--- src/rtl/rv32_pkg.sv ---
// rtl/rv32_pkg.sv - shared RV32 types: branch predictor counter states and BTB entry layout
package rv32_pkg;

    // Smallest legal table (2 entries) leaves 29 tag bits; narrower tags are zero-extended.
    localparam int BP_MAX_TAG_W = 29;

    typedef enum logic [1:0] {
        SNT = 2'b00,
        WNT = 2'b01,
        WT  = 2'b10,
        ST  = 2'b11
    } bp_counter_e;

    typedef struct packed {
        logic                    valid;
        logic [BP_MAX_TAG_W-1:0] tag;
        logic [31:0]             target;
        bp_counter_e             counter;
    } bp_entry_t;

    localparam bp_counter_e BP_RESET_COUNTER = WNT;

endpackage

--- src/rtl/branch_predictor_if.sv ---
// rtl/branch_predictor_if.sv - fetch lookup, execute resolve and feedback signals of the predictor
interface branch_predictor_if;

    logic        fetch_valid_i;
    logic [31:0] fetch_pc_i;
    logic        pred_taken_o;
    logic [31:0] pred_target_o;

    logic        resolve_valid_i;
    logic [31:0] resolve_pc_i;
    logic        resolve_jump_i;
    logic        resolve_taken_i;
    logic [31:0] resolve_target_i;
    logic        resolve_pred_taken_i;
    logic [31:0] resolve_pred_target_i;

    logic        mispredict_o;
    logic [31:0] redirect_pc_o;
    logic [31:0] branch_count_o;
    logic [31:0] mispredict_count_o;

    modport master (
        output fetch_valid_i, fetch_pc_i,
        output resolve_valid_i, resolve_pc_i, resolve_jump_i, resolve_taken_i,
        output resolve_target_i, resolve_pred_taken_i, resolve_pred_target_i,
        input  pred_taken_o, pred_target_o,
        input  mispredict_o, redirect_pc_o, branch_count_o, mispredict_count_o
    );

    modport slave (
        input  fetch_valid_i, fetch_pc_i,
        input  resolve_valid_i, resolve_pc_i, resolve_jump_i, resolve_taken_i,
        input  resolve_target_i, resolve_pred_taken_i, resolve_pred_target_i,
        output pred_taken_o, pred_target_o,
        output mispredict_o, redirect_pc_o, branch_count_o, mispredict_count_o
    );

endinterface

--- src/rtl/bp_sat_counter.sv ---
// rtl/bp_sat_counter.sv - next state of a 2-bit saturating branch counter
module bp_sat_counter
    import rv32_pkg::*;
(
    input  bp_counter_e state,
    input  logic        taken,
    input  logic        force_strong,
    output bp_counter_e next_state
);

    always_comb begin
        next_state = state;
        if (force_strong) begin
            next_state = ST;
        end else if (taken) begin
            if (state != ST) next_state = bp_counter_e'(state + 2'd1);
        end else begin
            if (state != SNT) next_state = bp_counter_e'(state - 2'd1);
        end
    end

endmodule

--- src/rtl/branch_predictor.sv ---
// rtl/branch_predictor.sv - direct-mapped BTB with 2-bit counters, trained by execute, redirects fetch
module branch_predictor
    import rv32_pkg::*;
#(
    parameter int ENTRIES = 16
) (
    input logic              clk_i,
    input logic              rst_ni,
    branch_predictor_if.slave bp
);

    localparam int IDX_W = $clog2(ENTRIES);
    localparam int TAG_W = 32 - IDX_W - 2;

    bp_entry_t                table_q [ENTRIES];
    logic [IDX_W-1:0]         fetch_idx, res_idx;
    logic [BP_MAX_TAG_W-1:0]  fetch_tag, res_tag;
    bp_entry_t                fetch_entry, res_entry, wr_entry;
    logic                     fetch_hit, res_hit, wr_en, mis;
    bp_counter_e              ctr_next;
    logic [31:0]              redirect_next;

    logic                     mispredict_q;
    logic [31:0]              redirect_q, branch_cnt_q, mis_cnt_q;

    // Lookup reads the flops directly, so a same-cycle update is not visible until next cycle.
    assign fetch_idx   = bp.fetch_pc_i[IDX_W+1:2];
    assign fetch_tag   = BP_MAX_TAG_W'(bp.fetch_pc_i[31 -: TAG_W]);
    assign fetch_entry = table_q[fetch_idx];
    assign fetch_hit   = fetch_entry.valid && (fetch_entry.tag == fetch_tag);

    assign bp.pred_taken_o  = bp.fetch_valid_i && fetch_hit && (fetch_entry.counter inside {WT, ST});
    assign bp.pred_target_o = bp.pred_taken_o ? fetch_entry.target : bp.fetch_pc_i + 32'd4;

    assign res_idx   = bp.resolve_pc_i[IDX_W+1:2];
    assign res_tag   = BP_MAX_TAG_W'(bp.resolve_pc_i[31 -: TAG_W]);
    assign res_entry = table_q[res_idx];
    assign res_hit   = res_entry.valid && (res_entry.tag == res_tag);

    bp_sat_counter u_ctr (
        .state       (res_entry.counter),
        .taken       (bp.resolve_taken_i),
        .force_strong(bp.resolve_jump_i),
        .next_state  (ctr_next)
    );

    always_comb begin
        wr_en    = 1'b0;
        wr_entry = res_entry;
        if (bp.resolve_valid_i) begin
            if (res_hit) begin
                wr_en            = 1'b1;
                wr_entry.counter = ctr_next;
                if (bp.resolve_jump_i || bp.resolve_taken_i) wr_entry.target = bp.resolve_target_i;
            end else if (bp.resolve_taken_i) begin
                // Allocation simply evicts whatever aliased into this slot.
                wr_en            = 1'b1;
                wr_entry.valid   = 1'b1;
                wr_entry.tag     = res_tag;
                wr_entry.target  = bp.resolve_target_i;
                wr_entry.counter = bp.resolve_jump_i ? ST : WT;
            end
        end
    end

    assign mis = (bp.resolve_taken_i != bp.resolve_pred_taken_i) ||
                 (bp.resolve_taken_i && (bp.resolve_target_i != bp.resolve_pred_target_i));
    assign redirect_next = bp.resolve_taken_i ? bp.resolve_target_i : bp.resolve_pc_i + 32'd4;

    always_ff @(posedge clk_i or negedge rst_ni) begin
        if (!rst_ni) begin
            for (int i = 0; i < ENTRIES; i++) begin
                table_q[i] <= '{valid: 1'b0, tag: '0, target: '0, counter: BP_RESET_COUNTER};
            end
        end else if (wr_en) begin
            table_q[res_idx] <= wr_entry;
        end
    end

    always_ff @(posedge clk_i or negedge rst_ni) begin
        if (!rst_ni) begin
            mispredict_q <= 1'b0;
            redirect_q   <= '0;
            branch_cnt_q <= '0;
            mis_cnt_q    <= '0;
        end else begin
            mispredict_q <= bp.resolve_valid_i && mis;
            if (bp.resolve_valid_i) begin
                redirect_q   <= redirect_next;
                branch_cnt_q <= branch_cnt_q + 32'd1;
                if (mis) mis_cnt_q <= mis_cnt_q + 32'd1;
            end
        end
    end

    assign bp.mispredict_o       = mispredict_q;
    assign bp.redirect_pc_o      = redirect_q;
    assign bp.branch_count_o     = branch_cnt_q;
    assign bp.mispredict_count_o = mis_cnt_q;

endmodule

--- src/flat_wrapper.sv ---
// flat-port wrapper written by rule: the top's interface ports become plain ports
module branch_predictor_flat import rv32_pkg::*;
#(
    parameter int ENTRIES = 16
)
  (clk_i, rst_ni, bp_fetch_valid_i, bp_fetch_pc_i, bp_resolve_valid_i, bp_resolve_pc_i, bp_resolve_jump_i, bp_resolve_taken_i, bp_resolve_target_i, bp_resolve_pred_taken_i, bp_resolve_pred_target_i, bp_pred_taken_o, bp_pred_target_o, bp_mispredict_o, bp_redirect_pc_o, bp_branch_count_o, bp_mispredict_count_o);
  branch_predictor_if bp_i ();
  input logic clk_i;
  input logic rst_ni;
  input wire logic [$bits(bp_i.fetch_valid_i)-1:0] bp_fetch_valid_i;
  input wire logic [$bits(bp_i.fetch_pc_i)-1:0] bp_fetch_pc_i;
  input wire logic [$bits(bp_i.resolve_valid_i)-1:0] bp_resolve_valid_i;
  input wire logic [$bits(bp_i.resolve_pc_i)-1:0] bp_resolve_pc_i;
  input wire logic [$bits(bp_i.resolve_jump_i)-1:0] bp_resolve_jump_i;
  input wire logic [$bits(bp_i.resolve_taken_i)-1:0] bp_resolve_taken_i;
  input wire logic [$bits(bp_i.resolve_target_i)-1:0] bp_resolve_target_i;
  input wire logic [$bits(bp_i.resolve_pred_taken_i)-1:0] bp_resolve_pred_taken_i;
  input wire logic [$bits(bp_i.resolve_pred_target_i)-1:0] bp_resolve_pred_target_i;
  output wire logic [$bits(bp_i.pred_taken_o)-1:0] bp_pred_taken_o;
  output wire logic [$bits(bp_i.pred_target_o)-1:0] bp_pred_target_o;
  output wire logic [$bits(bp_i.mispredict_o)-1:0] bp_mispredict_o;
  output wire logic [$bits(bp_i.redirect_pc_o)-1:0] bp_redirect_pc_o;
  output wire logic [$bits(bp_i.branch_count_o)-1:0] bp_branch_count_o;
  output wire logic [$bits(bp_i.mispredict_count_o)-1:0] bp_mispredict_count_o;
  assign bp_i.fetch_valid_i = bp_fetch_valid_i;
  assign bp_i.fetch_pc_i = bp_fetch_pc_i;
  assign bp_i.resolve_valid_i = bp_resolve_valid_i;
  assign bp_i.resolve_pc_i = bp_resolve_pc_i;
  assign bp_i.resolve_jump_i = bp_resolve_jump_i;
  assign bp_i.resolve_taken_i = bp_resolve_taken_i;
  assign bp_i.resolve_target_i = bp_resolve_target_i;
  assign bp_i.resolve_pred_taken_i = bp_resolve_pred_taken_i;
  assign bp_i.resolve_pred_target_i = bp_resolve_pred_target_i;
  assign bp_pred_taken_o = bp_i.pred_taken_o;
  assign bp_pred_target_o = bp_i.pred_target_o;
  assign bp_mispredict_o = bp_i.mispredict_o;
  assign bp_redirect_pc_o = bp_i.redirect_pc_o;
  assign bp_branch_count_o = bp_i.branch_count_o;
  assign bp_mispredict_count_o = bp_i.mispredict_count_o;
  branch_predictor #(.ENTRIES(ENTRIES)) u_core (.clk_i(clk_i), .rst_ni(rst_ni), .bp(bp_i));
endmodule
--- config.mk ---
export PLATFORM = sky130hd
export DESIGN_NAME = branch_predictor_flat
export DESIGN_NICKNAME = d
export VERILOG_FILES = /design/src/rtl/rv32_pkg.sv /design/src/rtl/branch_predictor_if.sv /design/src/rtl/bp_sat_counter.sv /design/src/rtl/branch_predictor.sv /design/src/flat_wrapper.sv
export SDC_FILE = /design/constraint.sdc
export NUM_CORES = 2
export LEC_CHECK = 0
export BUFFER_PORTS_ARGS = -buffer_cell sky130_fd_sc_hd__buf_2
export CELL_PAD_IN_SITES_DETAIL_PLACEMENT = 1
export CELL_PAD_IN_SITES_GLOBAL_PLACEMENT = 1
export CORE_ASPECT_RATIO = 0.7
export CORE_MARGIN = 2
export CORE_UTILIZATION = 45
export DETAILED_ROUTE_END_ITERATION = 7
export PLACE_DENSITY_LB_ADDON = 0.15
export SLEW_MARGIN = 40
export SYNTH_ARGS = -nofsm -noshare
export SYNTH_HDL_FRONTEND = slang
export SYNTH_SLANG_ARGS = --single-unit
--- constraint.sdc ---
create_clock -name clk_i -period 5 [get_ports clk_i]
set_input_delay 0 -clock clk_i [delete_from_list [all_inputs] [get_ports clk_i]]
set_output_delay 0 -clock clk_i [all_outputs]
set_load 0.005 [all_outputs]
==> results by stage <==
STA:
- The clock period could shrink to 4640 ps.
- The worst clock skew is roughly 37 ps.
- The final setup violation count is 0.
- After layout, the worst path uses ~93% of the clock period.
- Setup repair after global routing left no endpoint under its margin.
- The worst slew margin relative to its limit is roughly 36%.
- The final max-slew violation count is 0.
- The final hold slack is 48.7 ps.
- The aggregate negative setup slack is 0 ps.
- For the pin with the worst max-slew slack, the measured transition is between 900 and 1000 ps.
- The achievable frequency is between 0.2 and 0.25 GHz.
- The total count of hold-check failures in the final report is 0.
- The post-route worst setup slack is between 300 and 400 ps.

Layout:
- The sequential standard cell area is 28100 um^2.
- The core occupancy in the finished layout is 52.1%.
- The fraction of final layout cells with drive strength greater than 1 is between 30% and 40%.
- The count of non-filler cells in the finished layout is between 6k and 7k.
- The signed area change from the synthesized netlist to the final layout is 14.5%.
- Leaving out fill and tap cells, the most frequent cells in the layout are 1105 x dfrtp_1, 581 x nor2_1, 547 x mux4_2.
- The library cell used most frequently in the layout, excluding fill and tap cells, is dfrtp_1.
- The final-layout fill cell count is 13.3k.
- The finished cells cover 69500 um^2.
- The area of combinational cells with multiple inputs is roughly 30000 um^2.
- The number of nets in the layout is 5081.

Global routing:
- The number of global-route vias before repair is around 45k.
- The pin count of the biggest net entering global routing is 154.
- The number of antenna violations at the first check in global routing was 10.
- The total overflow left after global routing is 0.
- The first-pass GRT wire length is between 300 and 400 mm.
- The overall global routing resource usage is 31.3%.

Logic synthesis:
- The post-synthesis net count is 4850.
- A synthesized cell averages roughly 13 um^2.
- The warning count from the yosys run is 0.
- In this run, synthesis produced a sequential element count of 1121.
- In the synthesized netlist the async set-or-reset flop fraction comes to 100%.
- The count of mapped cells out of synthesis is 4708.
- The count of flip-flops with a built-in enable after synthesis is 0.
- The sequential-to-total area share from yosys stat is approximately 46%.
- The synthesized netlist contains 76 unique library cells.
- The post-synthesis instance area is 60700 um^2.
- Among all flip-flop cells after synthesis, the most frequent one is dfrtp_1.

Placement:
- Prior to clock tree synthesis, the placed netlist has a worst setup slack of 393 ps.
- After detailed placement, the design holds a cell count of between 6k and 7k.
- The number of port buffers is 264.
- Once detailed placement completed, the half-perimeter wirelength came to around 140 mm.
- At the end of routability-driven placement, the weighted congestion stood at 0.901.
- The placed instances occupy a cell area of 64700 um^2.

Setup path:
- Of all nets on the critical path, the largest fanout is 32.
- Walking the worst path, the cells encountered are mux4_2 -> mux4_2 -> xnor2_1 -> buf_4 -> nand4_1 -> nor4_1 -> nand4_1 -> buf_4 -> mux2_2 -> buf_2.
- The worst setup path is launched from a flip-flop.
- STA classifies the critical path endpoint as a primary output.
- The class of the most critical setup path is reg2out.
- On the worst path, the slowest cell contributes a delay of 530 ps.
- The slowest stage of the critical path belongs to the cell nor4_1.
- The critical path contains buffers and inverters numbering 3 combined.
- The critical path required time is 5000 ps.
- The data arrival time of the critical path is 4640 ps.
- The cell family contributing the most delay on the critical path is multiplexers.

Drt:
- The final antenna-violating net count is 0.
- The starting DRC count in detailed routing is 4064.
- The via-per-instance ratio is 6.31.
- After detailed routing, the total wire length is roughly 210 mm.
- The DRC violations left is 0.
- The detailed router placed 43.0k vias in this run.
- The first-pass iteration count of the detailed router is 5.
- The average wire per standard cell is roughly 31 um.

Floorplan:
- The core footprint is 134000 um^2.
- The vertical die dimension is between 300 and 400 um.
- The die is 443 um wide.
- The initialized floorplan defines 112 standard-cell rows.
- The I/O pin total is 265.
- The total die area is 138000 um^2.
- The effective utilization at floorplan is around 45%.

Pwr:
- In this run the power density over the cells is 421 nW/um^2.
- The static leakage is 29.5 nW.
- The peak supply drop is 0.317 mV.
- The total power draw is about 29 mW.

Run:
- Max-cap violations in this run came to 0.

CTS:
- At the later pin of the worst-skew pair, clock insertion delay measures slightly below 800 ps.
- The number of clock sinks is around 1.1k.
- Buffers added to address setup during post-CTS repair amount to 0.
- TritonCTS built the clock tree.
- Once the clock tree was built, the resizer swapped 0 gates to a different size.
- The number of buffers between clock root and the deepest sink is 3.
- CTS built an H-tree with a depth of 3.
- The clock-pin transition on the worst setup and hold timing paths is 70 ps.
- The clock root buffer master is clkbuf_16.
- The total of hold buffers inserted after clock tree synthesis is 69.
- TritonCTS created 117 clock buffers.

Min path:
- In this run the worst hold path is classified as in2reg.

Run status:
- The flow ran to the end, and the final reports show no timing, DRC or antenna violations.
-- worst register-to-register path, delay by kind of cell (launching register included) --
kind,cells,cell delay [ps]
AOI/OAI and AO/OA,3,630
muxes,2,830
and+or+nand+nor,3,1150
buffers and inverters,4,1000
xor gates and xnor gates,1,200
DFF,1,400
-- flip-flops by register name, indices dropped and copies added (netlist names) --
signal and cells:
u_core.bp.branch_count_o 32, u_core.bp.mispredict_o 1, u_core.bp.redirect_pc_o 32, u_core.table_q 1024, u_core.bp.mispredict_count_o 32
-- synth_stat cells (27+ instances only) --
library cell  instances  area, um^2
buf_2               161         806
nand3_1              68         340
a21oi_1             540        2700
mux2i_1              79         791
inv_1                39         146
o21ai_0              47         235
nand4_1              33         206
clkbuf_1            151         567
a22oi_1              33         248
nor2_1              581        2180
dfrtp_1            1105       27700
xor2_1               94         823
nor2b_1              55         344
mux2i_4              30         676
buf_1                49         184
buf_4                31         233
xnor2_1             109         955
nand2_1             122         458
mux2_2              514        5790
mux4_2              547       12300
buf_6                27         304
-- routing by layer --
| metal | vias to the layer above | routed length, um | global-route usage, % |
|---|---|---|---|
| met2 | 1626 | 94100 | 45.9 |
| met4 | 6 | 10000 | 12.8 |
| met5 | - | 197 | 0.863 |
| met1 | 23090 | 94400 | 45.3 |
| li1 | 17900 | - | - |
| met3 | 373 | 15700 | 6.61 |
-- cell families (layout without fill, tap and decap cells) --
family	count (synthesis)	in the layout	share of synthesized area (%)
other cells	0	4	0
compound gates	714	714	6.88
buf+inv	469	799	3.79
xor+xnor	203	203	2.93
simple gates	999	999	7.34
fa+ha+maj	8	8	0.161
flops	1121	1121	46.2
mux	1194	1194	32.7
-- where the power goes --
part | internal, mW | total, mW | switching [mW]
clock | 5.47 | 9.39 | 3.92
combinational | 3.78 | 7.27 | 3.49
sequential | 11.0 | 12.6 | 1.55
total | 20.3 | 29.2 | 8.96
-- final timing paths --
| kind | endpoint | start | slack [ps] | cells after the start |
|---|---|---|---|---|
| setup reg to reg | u_core.table_q[989]$_DFFE_PN0P_ | u_core.table_q[304]$_DFFE_PN0P_ | 720 | 13 |
| hold / removal | u_core.bp.redirect_pc_o[5]$_DFFE_PN0P_ | bp_resolve_pc_i[3] | 50 | 5 |
| max in group asynchronous | u_core.table_q[507]$_DFFE_PN0P_ | rst_ni | 3370 | 5 |
| min in group asynchronous | u_core.table_q[370]$_DFFE_PN0P_ | rst_ni | 420 | 4 |
| setup / recovery | bp_pred_target_o[21] | u_core.table_q[231]$_DFFE_PN0P_ | 360 | 10 |
| hold reg to reg | u_core.bp.mispredict_count_o[31]$_DFFE_PN0P_ | u_core.bp.mispredict_count_o[31]$_DFFE_PN0P_ | 480 | 1 |
-- layout make-up --
cell class	instances	share of cell area (%)
flip-flops and latches	1121	40.4
multi-input cells	3118	43.8
clock buffers	169	4.88
diodes	4	0.0144
inverters	42	0.227
well taps	1767	3.18
clock inverters	49	0.957
repair buffers	539	6.60
Note: power is estimated with default switching activity, not from simulation.
